`src/rtl/alu_mc_pkg.sv`:
```
// alu_mc_pkg: op codes, FSM states and iteration modes shared by alu_mc and its iterator.
// ALU_MC_DIV_EN adds the DIV state.
package alu_mc_pkg;
  typedef enum logic [3:0] {
    ADD  = 4'd0,
    SUB  = 4'd1,
    AND  = 4'd2,
    OR   = 4'd3,
    XOR  = 4'd4,
    CMP  = 4'd5,
    SLL  = 4'd6,
    SRL  = 4'd7,
    SRA  = 4'd8,
    PASS = 4'd9,
    MUL  = 4'd10,
    DIVU = 4'd11
  } alu_op_t;
  typedef enum logic [1:0] {
    S_IDLE,
    S_MUL,
`ifdef ALU_MC_DIV_EN
    S_DIV,
`endif
    S_DONE
  } alu_state_t;
  typedef enum logic {IT_MUL, IT_DIV} iter_mode_t;
endpackage

```
`src/rtl/alu_mc_if.sv`:
```
// alu_mc_if: operand/result handshake bundle; slave is the ALU side, master the pipeline side.
interface alu_mc_if #(parameter int WIDTH = 16);
  logic in_valid, in_ready, kill, out_valid, out_ready, flag, zero, busy;
  logic [3:0] op;
  logic [WIDTH-1:0] op1, op2, res, rem;
  modport slave (
    input in_valid, op, op1, op2, kill, out_ready,
    output in_ready, out_valid, res, rem, flag, zero, busy
  );
  modport master (
    output in_valid, op, op1, op2, kill, out_ready,
    input in_ready, out_valid, res, rem, flag, zero, busy
  );
endinterface

```
`src/rtl/alu_mc_iter.sv`:
```
// alu_mc_iter: one shift-add (MUL) or restoring shift-subtract (DIV, with ALU_MC_DIV_EN) step.
// acc holds {high, low}: product halves for MUL, {remainder, quotient/dividend} for DIV.
module alu_mc_iter import alu_mc_pkg::*; #(
  parameter int WIDTH = 16
) (
  input  logic [2*WIDTH-1:0] acc,
  input  logic [WIDTH-1:0]   opnd,
  input  iter_mode_t         mode,
  output logic [2*WIDTH-1:0] nxt
);
  logic [WIDTH:0] sum;
  logic [2*WIDTH-1:0] mul_nxt;
  assign sum = {1'b0, acc[2*WIDTH-1:WIDTH]} + (acc[0] ? {1'b0, opnd} : '0);
  assign mul_nxt = {sum, acc[WIDTH-1:1]};
`ifdef ALU_MC_DIV_EN
  logic [WIDTH:0] trial;
  logic ge;
  assign trial = {acc[2*WIDTH-1:WIDTH], acc[WIDTH-1]};
  assign ge = trial >= {1'b0, opnd};
  // remainder stays below the divisor, so the difference always fits WIDTH bits
  assign nxt = mode == IT_DIV
    ? (ge ? {trial[WIDTH-1:0] - opnd, acc[WIDTH-2:0], 1'b1} : {trial[WIDTH-1:0], acc[WIDTH-2:0], 1'b0})
    : mul_nxt;
`else
  assign nxt = mode == IT_DIV ? acc : mul_nxt;
`endif
endmodule

```
`src/rtl/alu_mc.sv`:
```
// alu_mc: multi-cycle execute-stage ALU; single-cycle logic/arith ops, iterative MUL and DIVU.
// Define ALU_MC_DIV_EN to build the restoring divider; otherwise DIVU returns an error result in one cycle.
module alu_mc import alu_mc_pkg::*; #(
  parameter int WIDTH = 16,
  parameter int SHW = $clog2(WIDTH)
) (
  input logic clk,
  input logic rst,
  alu_mc_if.slave io
);
  alu_state_t state, state_n, start_st;
  iter_mode_t mode;
  logic [SHW-1:0] cnt, amt;
  logic [SHW:0] sh;
  logic [2*WIDTH-1:0] acc, nxt;
  logic [WIDTH:0] wide;
  logic [WIDTH-1:0] opnd, res_q, rem_q, fin_res, fin_rem;
  logic in_ready, accept, busy, last, flag_q, zero_q, fin_flag;
  assign in_ready = rst && !io.kill && (state == S_IDLE || (state == S_DONE && io.out_ready));
  assign accept = io.in_valid && in_ready;
  assign last = busy && cnt == '0;
  assign amt = io.op2[SHW-1:0];
  assign sh = amt == '0 ? (SHW+1)'(WIDTH / 2) : {1'b0, amt};
  assign fin_res = nxt[WIDTH-1:0];
`ifdef ALU_MC_DIV_EN
  assign start_st = io.op == MUL ? S_MUL : io.op == DIVU ? S_DIV : S_DONE;
  assign busy = state == S_MUL || state == S_DIV;
  assign mode = state == S_DIV ? IT_DIV : IT_MUL;
  assign fin_rem = state == S_DIV ? nxt[2*WIDTH-1:WIDTH] : '0;
  assign fin_flag = state == S_DIV ? opnd == '0 : |nxt[2*WIDTH-1:WIDTH];
`else
  assign start_st = io.op == MUL ? S_MUL : S_DONE;
  assign busy = state == S_MUL;
  assign mode = IT_MUL;
  assign fin_rem = '0;
  assign fin_flag = |nxt[2*WIDTH-1:WIDTH];
`endif
  // bit WIDTH of wide carries the flag for every single-cycle op
  always_comb begin
    wide = '0;
    case (io.op)
      ADD:  wide = {1'b0, io.op1} + {1'b0, io.op2};
      SUB:  wide = {1'b0, io.op1} - {1'b0, io.op2};
      AND:  wide = {1'b0, io.op1 & io.op2};
      OR:   wide = {1'b0, io.op1 | io.op2};
      XOR:  wide = {1'b0, io.op1 ^ io.op2};
      CMP:  wide = (WIDTH+1)'(io.op1 != io.op2);
      SLL:  wide = {1'b0, io.op1} << sh;
      SRL:  wide = {1'b0, io.op1 >> sh};
      SRA:  wide = {1'b0, WIDTH'($signed(io.op1) >>> sh)};
      PASS: wide = {1'b0, io.op1};
`ifndef ALU_MC_DIV_EN
      DIVU: wide = '1;
`endif
      default: wide = '0;
    endcase
  end
  always_comb begin
    state_n = state;
    if (accept) state_n = start_st;
    else if (last) state_n = S_DONE;
    else if (state == S_DONE && io.out_ready) state_n = S_IDLE;
  end
  always_ff @(posedge clk) begin
    if (!rst || io.kill) begin
      state <= S_IDLE;
      cnt <= '0;
      acc <= '0;
      opnd <= '0;
      res_q <= '0;
      rem_q <= '0;
      flag_q <= 1'b0;
      zero_q <= 1'b0;
    end else begin
      state <= state_n;
      if (accept) begin
        cnt <= SHW'(WIDTH - 1);
        acc <= {{WIDTH{1'b0}}, io.op1};
        opnd <= io.op2;
        res_q <= wide[WIDTH-1:0];
        rem_q <= '0;
        flag_q <= wide[WIDTH];
        zero_q <= wide[WIDTH-1:0] == '0;
      end else if (busy) begin
        cnt <= cnt - SHW'(1);
        acc <= nxt;
        if (last) begin
          res_q <= fin_res;
          rem_q <= fin_rem;
          flag_q <= fin_flag;
          zero_q <= fin_res == '0;
        end
      end
    end
  end
  alu_mc_iter #(.WIDTH(WIDTH)) u_iter (.acc(acc), .opnd(opnd), .mode(mode), .nxt(nxt));
  assign io.in_ready = in_ready;
  assign io.out_valid = state == S_DONE;
  assign io.busy = busy;
  assign io.res = res_q;
  assign io.rem = rem_q;
  assign io.flag = flag_q;
  assign io.zero = zero_q;
endmodule

```
`src/flat_wrapper.sv`:
```
// flat-port wrapper written by rule: the top's interface ports become plain ports
module alu_mc_flat import alu_mc_pkg::*;
#(
  parameter int WIDTH = 16,
  parameter int SHW = $clog2(WIDTH)
)
  (clk, rst, io_in_valid, io_op, io_op1, io_op2, io_kill, io_out_ready, io_in_ready, io_out_valid, io_res, io_rem, io_flag, io_zero, io_busy);
  alu_mc_if #(.WIDTH(WIDTH)) io_i ();
  input logic clk;
  input logic rst;
  input wire logic [$bits(io_i.in_valid)-1:0] io_in_valid;
  input wire logic [$bits(io_i.op)-1:0] io_op;
  input wire logic [$bits(io_i.op1)-1:0] io_op1;
  input wire logic [$bits(io_i.op2)-1:0] io_op2;
  input wire logic [$bits(io_i.kill)-1:0] io_kill;
  input wire logic [$bits(io_i.out_ready)-1:0] io_out_ready;
  output wire logic [$bits(io_i.in_ready)-1:0] io_in_ready;
  output wire logic [$bits(io_i.out_valid)-1:0] io_out_valid;
  output wire logic [$bits(io_i.res)-1:0] io_res;
  output wire logic [$bits(io_i.rem)-1:0] io_rem;
  output wire logic [$bits(io_i.flag)-1:0] io_flag;
  output wire logic [$bits(io_i.zero)-1:0] io_zero;
  output wire logic [$bits(io_i.busy)-1:0] io_busy;
  assign io_i.in_valid = io_in_valid;
  assign io_i.op = io_op;
  assign io_i.op1 = io_op1;
  assign io_i.op2 = io_op2;
  assign io_i.kill = io_kill;
  assign io_i.out_ready = io_out_ready;
  assign io_in_ready = io_i.in_ready;
  assign io_out_valid = io_i.out_valid;
  assign io_res = io_i.res;
  assign io_rem = io_i.rem;
  assign io_flag = io_i.flag;
  assign io_zero = io_i.zero;
  assign io_busy = io_i.busy;
  alu_mc #(.WIDTH(WIDTH), .SHW(SHW)) u_core (.clk(clk), .rst(rst), .io(io_i));
endmodule
```
`config.mk`:
```
export PLATFORM = sky130hd
export DESIGN_NAME = alu_mc_flat
export DESIGN_NICKNAME = d
export VERILOG_FILES = /design/src/rtl/alu_mc_pkg.sv /design/src/rtl/alu_mc_if.sv /design/src/rtl/alu_mc_iter.sv /design/src/rtl/alu_mc.sv /design/src/flat_wrapper.sv
export SDC_FILE = /design/constraint.sdc
export NUM_CORES = 1
export LEC_CHECK = 0
export CAP_MARGIN = 20
export CORE_MARGIN = 3
export CORE_UTILIZATION = 40
export CTS_CLUSTER_DIAMETER = 150
export DETAILED_ROUTE_END_ITERATION = 12
export SETUP_SLACK_MARGIN = 0.4
export SLEW_MARGIN = 20
export SYNTH_ARGS = -nofsm -noshare
export SYNTH_HDL_FRONTEND = slang
export SYNTH_HIERARCHICAL = 1
export SYNTH_SLANG_ARGS = --single-unit
```
`constraint.sdc`:
```
create_clock -name clk -period 6.2 [get_ports clk]
set_clock_uncertainty 0.15 [all_clocks]
set_input_delay 0.93 -clock clk [delete_from_list [all_inputs] [get_ports clk]]
set_output_delay 0.93 -clock clk [all_outputs]
set_load 0.1 [all_outputs]
```
# [Word-level counts from Yosys, hierarchy flattened]
# Cells that the tools add are included.
[word_totals] register_bits=72 in_bits=41 output_inout_bits=37 elab_cells=73
[classes] addsub=4 n_eq_ne=14 shifts=3 mux=20 n_bitwise=3 reduce_logical=21
[ops] operator="17-bit one-hot mux with 11 select lines" count=1
[ops] operator="16-bit 2-to-1 mux" count=6
[ops] operator="16-bit by 16-bit adder with 17-bit output" count=2
[ops] operator="16-bit logical NOT" count=2
[ops] operator="16-bit by 5-bit << shifter with 17-bit output" count=1
[ops] operator="16-bit by 16-bit subtractor with 17-bit output" count=1
[ops] operator="16-bit AND" count=1
[ops] operator="4-bit by 3-bit equality test with 1-bit output, second input constant" count=4
[ops] operator="4-bit equality test, second input constant" count=4
[ops] operator="16-bit inequality test" count=1
[ops] operator="16-bit bitwise OR" count=1
[ops] operator="16-bit OR reduction" count=1
[ops] operator="16-bit by 5-bit >> shifter with 16-bit output" count=1
[ops] operator="16-bit by 5-bit >>> shifter with 16-bit output" count=1
[ops] operator="16-bit bitwise XOR" count=1
[ops] operator="4-bit logical NOT" count=3
[ops] operator="4-bit 2-to-1 mux" count=3
[ops] operator="4-bit by 2-bit equality test with 1-bit output, second input constant" count=2
[ops] operator="2-bit 2-to-1 mux" count=4
[ops] operator="1-bit 2-to-1 mux" count=6
[ops] operator="1-bit logical AND" count=5
[ops] operator="4-bit by 1-bit equality test with 1-bit output, second input constant" count=1
[ops] operator="2-bit nonzero test" count=2
[ops] operator="4-bit by 1-bit subtractor with 4-bit output, second input constant" count=1
[ops] operator="other kinds (8)" count=10

# [Depth between registers and ports, before layout]
[depth] ltp_word=7 ltp_mapped=14 ltp_nobuf=13

# [Modules after synthesis]
# The synthesis kept the hierarchy.
[by_module_without_submodules] mod="alu_mc" instances=1 cells_each=1058 area_each_um2=7749.9 seq_area_each_um2=1441.4
[by_module_without_submodules] mod="alu_mc_iter" instances=1 cells_each=183 area_each_um2=1306.3 seq_area_each_um2=0.0

# [Least setup slack after synthesis]
# OpenSTA, ideal clock, no wires.
[synth_path] kind="input to register" from="input io_kill" to="register u_core.zero_q, in the netlist u_core/io.zero" setup_ns=0.069 t_arrival_ns=5.319 t_required_ns=5.981 slack_ns=0.662 path_stages=8 n_path_buf=0 path_cell_list="nand2b_1 -> a211oi_1 -> nand2_1 -> or4b_1 -> nor4_1 -> nand3_1 -> or4_1 -> o21ai_1"
[synth_via] elab_chain_cells=6 word_cells_on_any_way=9 cone_classes="1 x mux; 8 x reduce/logical"
[synth_lines] item="start, declared" line_no="flat_wrapper.sv:15" rtl="input wire logic [$bits(io_i.kill)-1:0] io_kill;"
[synth_lines] item="1-bit logical NOT *" line_no="alu_mc.sv:19" rtl="assign in_ready = rst && !io.kill && (state == S_IDLE || (state == S_DONE && io.out_ready));"
[synth_lines] item="1-bit logical AND * (2 in series)" line_no="alu_mc.sv:19"
[synth_lines] item="via io_in_ready" line_no="flat_wrapper.sv:17" rtl="output wire logic [$bits(io_i.in_ready)-1:0] io_in_ready;"
[synth_lines] item="1-bit logical AND *" line_no="alu_mc.sv:20" rtl="assign accept = io.in_valid && in_ready;"
[synth_lines] item="2-bit nonzero test (no source line)"
[synth_lines] item="2-bit AND reduction (no source line)"
[synth_lines] item="end signal, assigned" line_no="alu_mc.sv:73" rtl="zero_q <= 1'b0;"
[synth_lines] item="end signal, assigned" line_no="alu_mc.sv:83" rtl="zero_q <= wide[WIDTH-1:0] == '0;"
[synth_lines] item="end signal, assigned" line_no="alu_mc.sv:91" rtl="zero_q <= fin_res == '0;"
[synth_lines] item="end, declared" line_no="alu_mc.sv:18" rtl="logic in_ready, accept, busy, last, flag_q, zero_q, fin_flag;"
# The timed path passes the listed nets; every way through them passes the cells marked *.
# A chain may end at the register's enable or synchronous reset.

# [Final worst setup path]
[layout_path] from="input io_op1[12]" to="register u_core.zero_q, in the netlist u_core/io.zero"
[layout_via] elab_chain_cells=4 word_cells_on_any_way=12 cone_classes="2 x add/sub; 1 x eq/ne; 3 x shift; 2 x mux; 3 x bitwise; 1 x reduce/logical"
[layout_lines] item="start, declared" line_no="flat_wrapper.sv:13" rtl="input wire logic [$bits(io_i.op1)-1:0] io_op1;"
[layout_lines] item="16-bit by 16-bit subtractor with 17-bit output (tied with other cells)" line_no="alu_mc.sv:43" rtl="SUB: wide = {1'b0, io.op1} - {1'b0, io.op2};"
[layout_lines] item="17-bit one-hot mux with 11 select lines *" line_no="alu_mc.sv:41" rtl="case (io.op)"
[layout_lines] item="16-bit logical NOT *" line_no="alu_mc.sv:83"
[layout_lines] item="1-bit 2-to-1 mux *" line_no="alu_mc.sv:76" rtl="if (accept) begin"
# Every way passes the cells marked *; elsewhere a longest branch is shown, timed or not.

==> reports/qor.csv <==
stage;metric;value;unit
critical_path;crit path capture type;register;
grt;grt ovf;0;
synthesis;Synth Cell Area;9056;sq um
timing;crit share post-route;83.96;%
synthesis;Seq cells post-synth;72;
critical_path;capture point of the worst reg-to-reg path;u_core/io.flag;
critical_path;flop2flop setup slack;2.56;ns
critical_path;CP Data Required Time;6.32;ns
critical_path;CP dominant cell by count;nor4_1;
final_layout;fraction of layout cells with a size suffix above 1;10.10;%
clock_tree;number of hold buffers added after cts;0;
final_layout;Layout area overhead;11.41;%
critical_path;CP cell instances;clkdlybuf4s50_1 -> inv_1 -> ha_1 -> nor4_1 -> a31oi_1 -> nor3_1 -> nor4b_1 -> o211ai_1 -> nor4_1 -> nand3_1 -> or4_1 -> o21ai_1;
grt;pin count of the biggest net entering global routing;59;
critical_path;cell family with most CP delay;simple AND/OR/NAND/NOR gates;
clock_tree;Clock Path Buffers;2;
final_layout;final net count;1356;
timing;Final Max Tran Viols;0;
route;WL per Instance;22.03;um
final_layout;most common cell after layout, fill and taps aside;nand2_1;
flow_run;Max-Cap Viols;0;
synthesis;Yosys warning count;6;
timing;# setup viols final;0;
critical_path;critical path depth in cells;12;
timing;Slew headroom;33.95;%
route;ANT nets after route;0;
die;Std-Cell Rows;54;
clock_tree;Worst-Skew Late Latency;0.34;ns
timing;Period minus WS final;5.205;ns
die;Die Height;156.5;um
timing;post-route setup slack;0.9946;ns
route;Routed WL;33.67;mm
placement;PortBufs;61;
final_layout;Core Util, Final;45.81;%
die;Starting Density;41.12;%
critical_path;Critical Path Max Stage Delay;0.85;ns
clock_tree;Root Buffer;clkbuf_16;
die;Chip Width;156.5;um
clock_tree;clock transition at the registers of the reported paths;0.06;ns
synthesis;Netlist cell types;90;
critical_path;Crit-path slowest cell;clkdlybuf4s50_1;
route;Iter 0 DRT Violations;1166;
synthesis;EDFF count, synth;0;
grt;vias in the first global route;9191;
synthesis;Synth Flop Type;dfxtp_1;
critical_path;crit-path max FO;12;
clock_tree;Post-CTS Setup Bufs;0;
clock_tree;post-cts repair resize count;0;
grt;antenna violations before repair;0;
grt;Overall Global Routing Usage;26.90;%
die;core area;22030;sq um
critical_path;reg-to-reg startpoint;u_core/acc[0];
critical_path;CP Buf/Inv Count;2;
critical_path;crit path from;io_op1[12];
route;Avg Vias per Cell;6.403;
timing;Fmax achieved;192.1;MHz
final_layout;antenna cells;0;
clock_tree;H-tree level count;3;
critical_path;Startpoint Class;primary input;
placement;Final HPWL DP;24.96;mm
final_layout;# fillers;2261;
route;drt pass-1 iters;6;
synthesis;Syn Inst Count;1241;
placement;placed cell count;1512;
critical_path;CP arrival;5.33;ns
critical_path;FF-to-FF path depth;12;
timing;Slew @ Worst Pin;0.9876;ns
clock_tree;CTS buffer count;9;
power_and_ir_drop;power per cell area;161.5;nW/um^2
clock_tree;# clock sinks;72;
route;vias;9784;
synthesis;sequential fraction of the synthesis area;15.92;%
final_layout;Final Non-Filler Cells;1528;
timing;Hold Violations, Final;0;
power_and_ir_drop;Worst VDD drop;0.0001086;V
placement;placed cell area;9762;sq um
critical_path;CP Capture Point;u_core/io.zero;
min_path;Worst Hold Class;register to register;
power_and_ir_drop;LEAKAGE;3.909;nW
placement;GPL Wtd Cong;1.065;
placement;pre-CTS setup slack;0.8844;ns
die;DIE AREA;24480;sq um
grt;first-pass GRT wire length;52.27;mm
route;drt drc;0;
timing;RSZ-0062 raised after global routing;false;
final_layout;most frequent cells in the layout;nand2_1 (163), a21oi_1 (117), nor2_1 (108), dfxtp_1 (72), ha_1 (69);
critical_path;CP Class;primary input to register;
clock_tree;CTS tree;done;
synthesis;syn_area_per_cell;7.297;sq um
status;status;completed;
final_layout;Final Instance Area;10090;sq um
timing;post-route setup TNS;0;ns
die;I/O Pins;78;
synthesis;ys async rst share;0;%
-- cells by family (layout without fill, tap and decap cells) --
family | Yosys count | count (layout) | share of synthesized area, %
muxes | 91 | 91 | 12.50
and+or+nand+nor | 444 | 444 | 23.40
adders and majority gates | 72 | 72 | 10.20
AOI/OAI and AO/OA | 371 | 371 | 27.73
DFF | 72 | 72 | 15.92
xor gates and xnor gates | 20 | 20 | 1.934
other | 1 | 17 | 0.04141
buffers and inverters | 170 | 161 | 8.276
-- worst min path at each step --
stage / start / end / cells after the start / slack [ns]
2_1_floorplan: u_core/opnd[0] / u_core/opnd[0] / 2 / 0.28
3_3_place_gp: u_core/opnd[3] / u_core/opnd[3] / 2 / 0.29
3_5_place_dp: u_core/opnd[0] / u_core/opnd[0] / 2 / 0.29
4_1_cts: u_core/opnd[0] / u_core/opnd[0] / 2 / 0.30
5_1_grt: u_core/opnd[1] / u_core/opnd[1] / 2 / 0.32
6_report: u_core/opnd[13] / u_core/opnd[13] / 2 / 0.30
-- area by class of cell --
cell class	instances	area [sq um]	area share [%]
Clock buffer	9	225.2	2.232
Clock inverter	7	102.6	1.017
Inverter	51	191.4	1.897
Multi-Input combinational cell	1015	6930	68.69
Sequential cell	72	1441	14.29
Tap cell	280	350.3	3.472
Timing Repair Buffer	94	848.3	8.408
-- tightest hold or removal path, cell delays in order, from the launching register on --
cell and delay, ns:
dfxtp_1 0.30, nand2_1 0.05, a21oi_1 0.05
-- flip-flops by register name, summed over array words and instances, names as in the netlist --
| register | cells |
|---|---|
| u_core/cnt | 4 |
| u_core/io.res | 16 |
| u_core/state | 2 |
| u_core/io.zero | 1 |
| u_core/opnd | 16 |
| u_core/io.flag | 1 |
| u_core/acc | 32 |
-- cell usage after synthesis, types with 8 or more instances --
cell       number  area, sq um
o21ai_0        41        205.2
nor3b_1         8        60.06
mux2i_1        40        400.4
nor2_1        108        405.4
inv_1          45        168.9
and2_1         20        125.1
a21oi_1       117        585.6
a211oi_1       19        142.6
nand2b_1       16        100.1
nor3_1         20        100.1
dfxtp_1        72         1441
a31oi_1        12        75.07
buf_1          12        45.04
o211ai_1       17        127.6
mux2_2         34        382.9
buf_4          19        142.6
o21ai_1        11        55.05
nor2b_1        14        87.58
a22oi_1        12        90.09
ha_1           69        863.3
a311oi_1       21        183.9
xnor2_1        14        122.6
a2111oi_0      10        87.58
nand2_1       164        615.6
clkbuf_1       61        229.0
o22ai_1        15        93.84
buf_2          26        130.1
nand3_1        22        110.1
mux4_2         14        315.3
o22a_1         10        87.58
nor4_1         23        143.9
-- report_power, final --
| part | leakage (nW) | internal (mW) | total (mW) | switching (mW) |
|---|---|---|---|---|
| Clock | 0.162 | 0.358 | 0.580 | 0.222 |
| Sequential | 0.581 | 0.468 | 0.473 | 0.00449 |
| Combinational | 3.17 | 0.193 | 0.577 | 0.385 |
-- stage by stage --
stage | hold WS [ns] | power (mW)
floorplan | 0.2817 | 0.8801
finish | 0.3006 | 1.630
global route | 0.3184 | 1.701
CTS | 0.3037 | 1.626
detailed placement | 0.2947 | 1.040
global placement | 0.2909 | 1.044
-- layer usage --
metal	global-route usage, %	vias to the layer above	share of wire (%)
met2	42.35	499	45
met3	4.121	101	7.6
met4	12.46	0	5.0
li1	-	4524	-
met1	36.23	4660	42
met5	0	-	0
(Power assumes the default switching activity.)
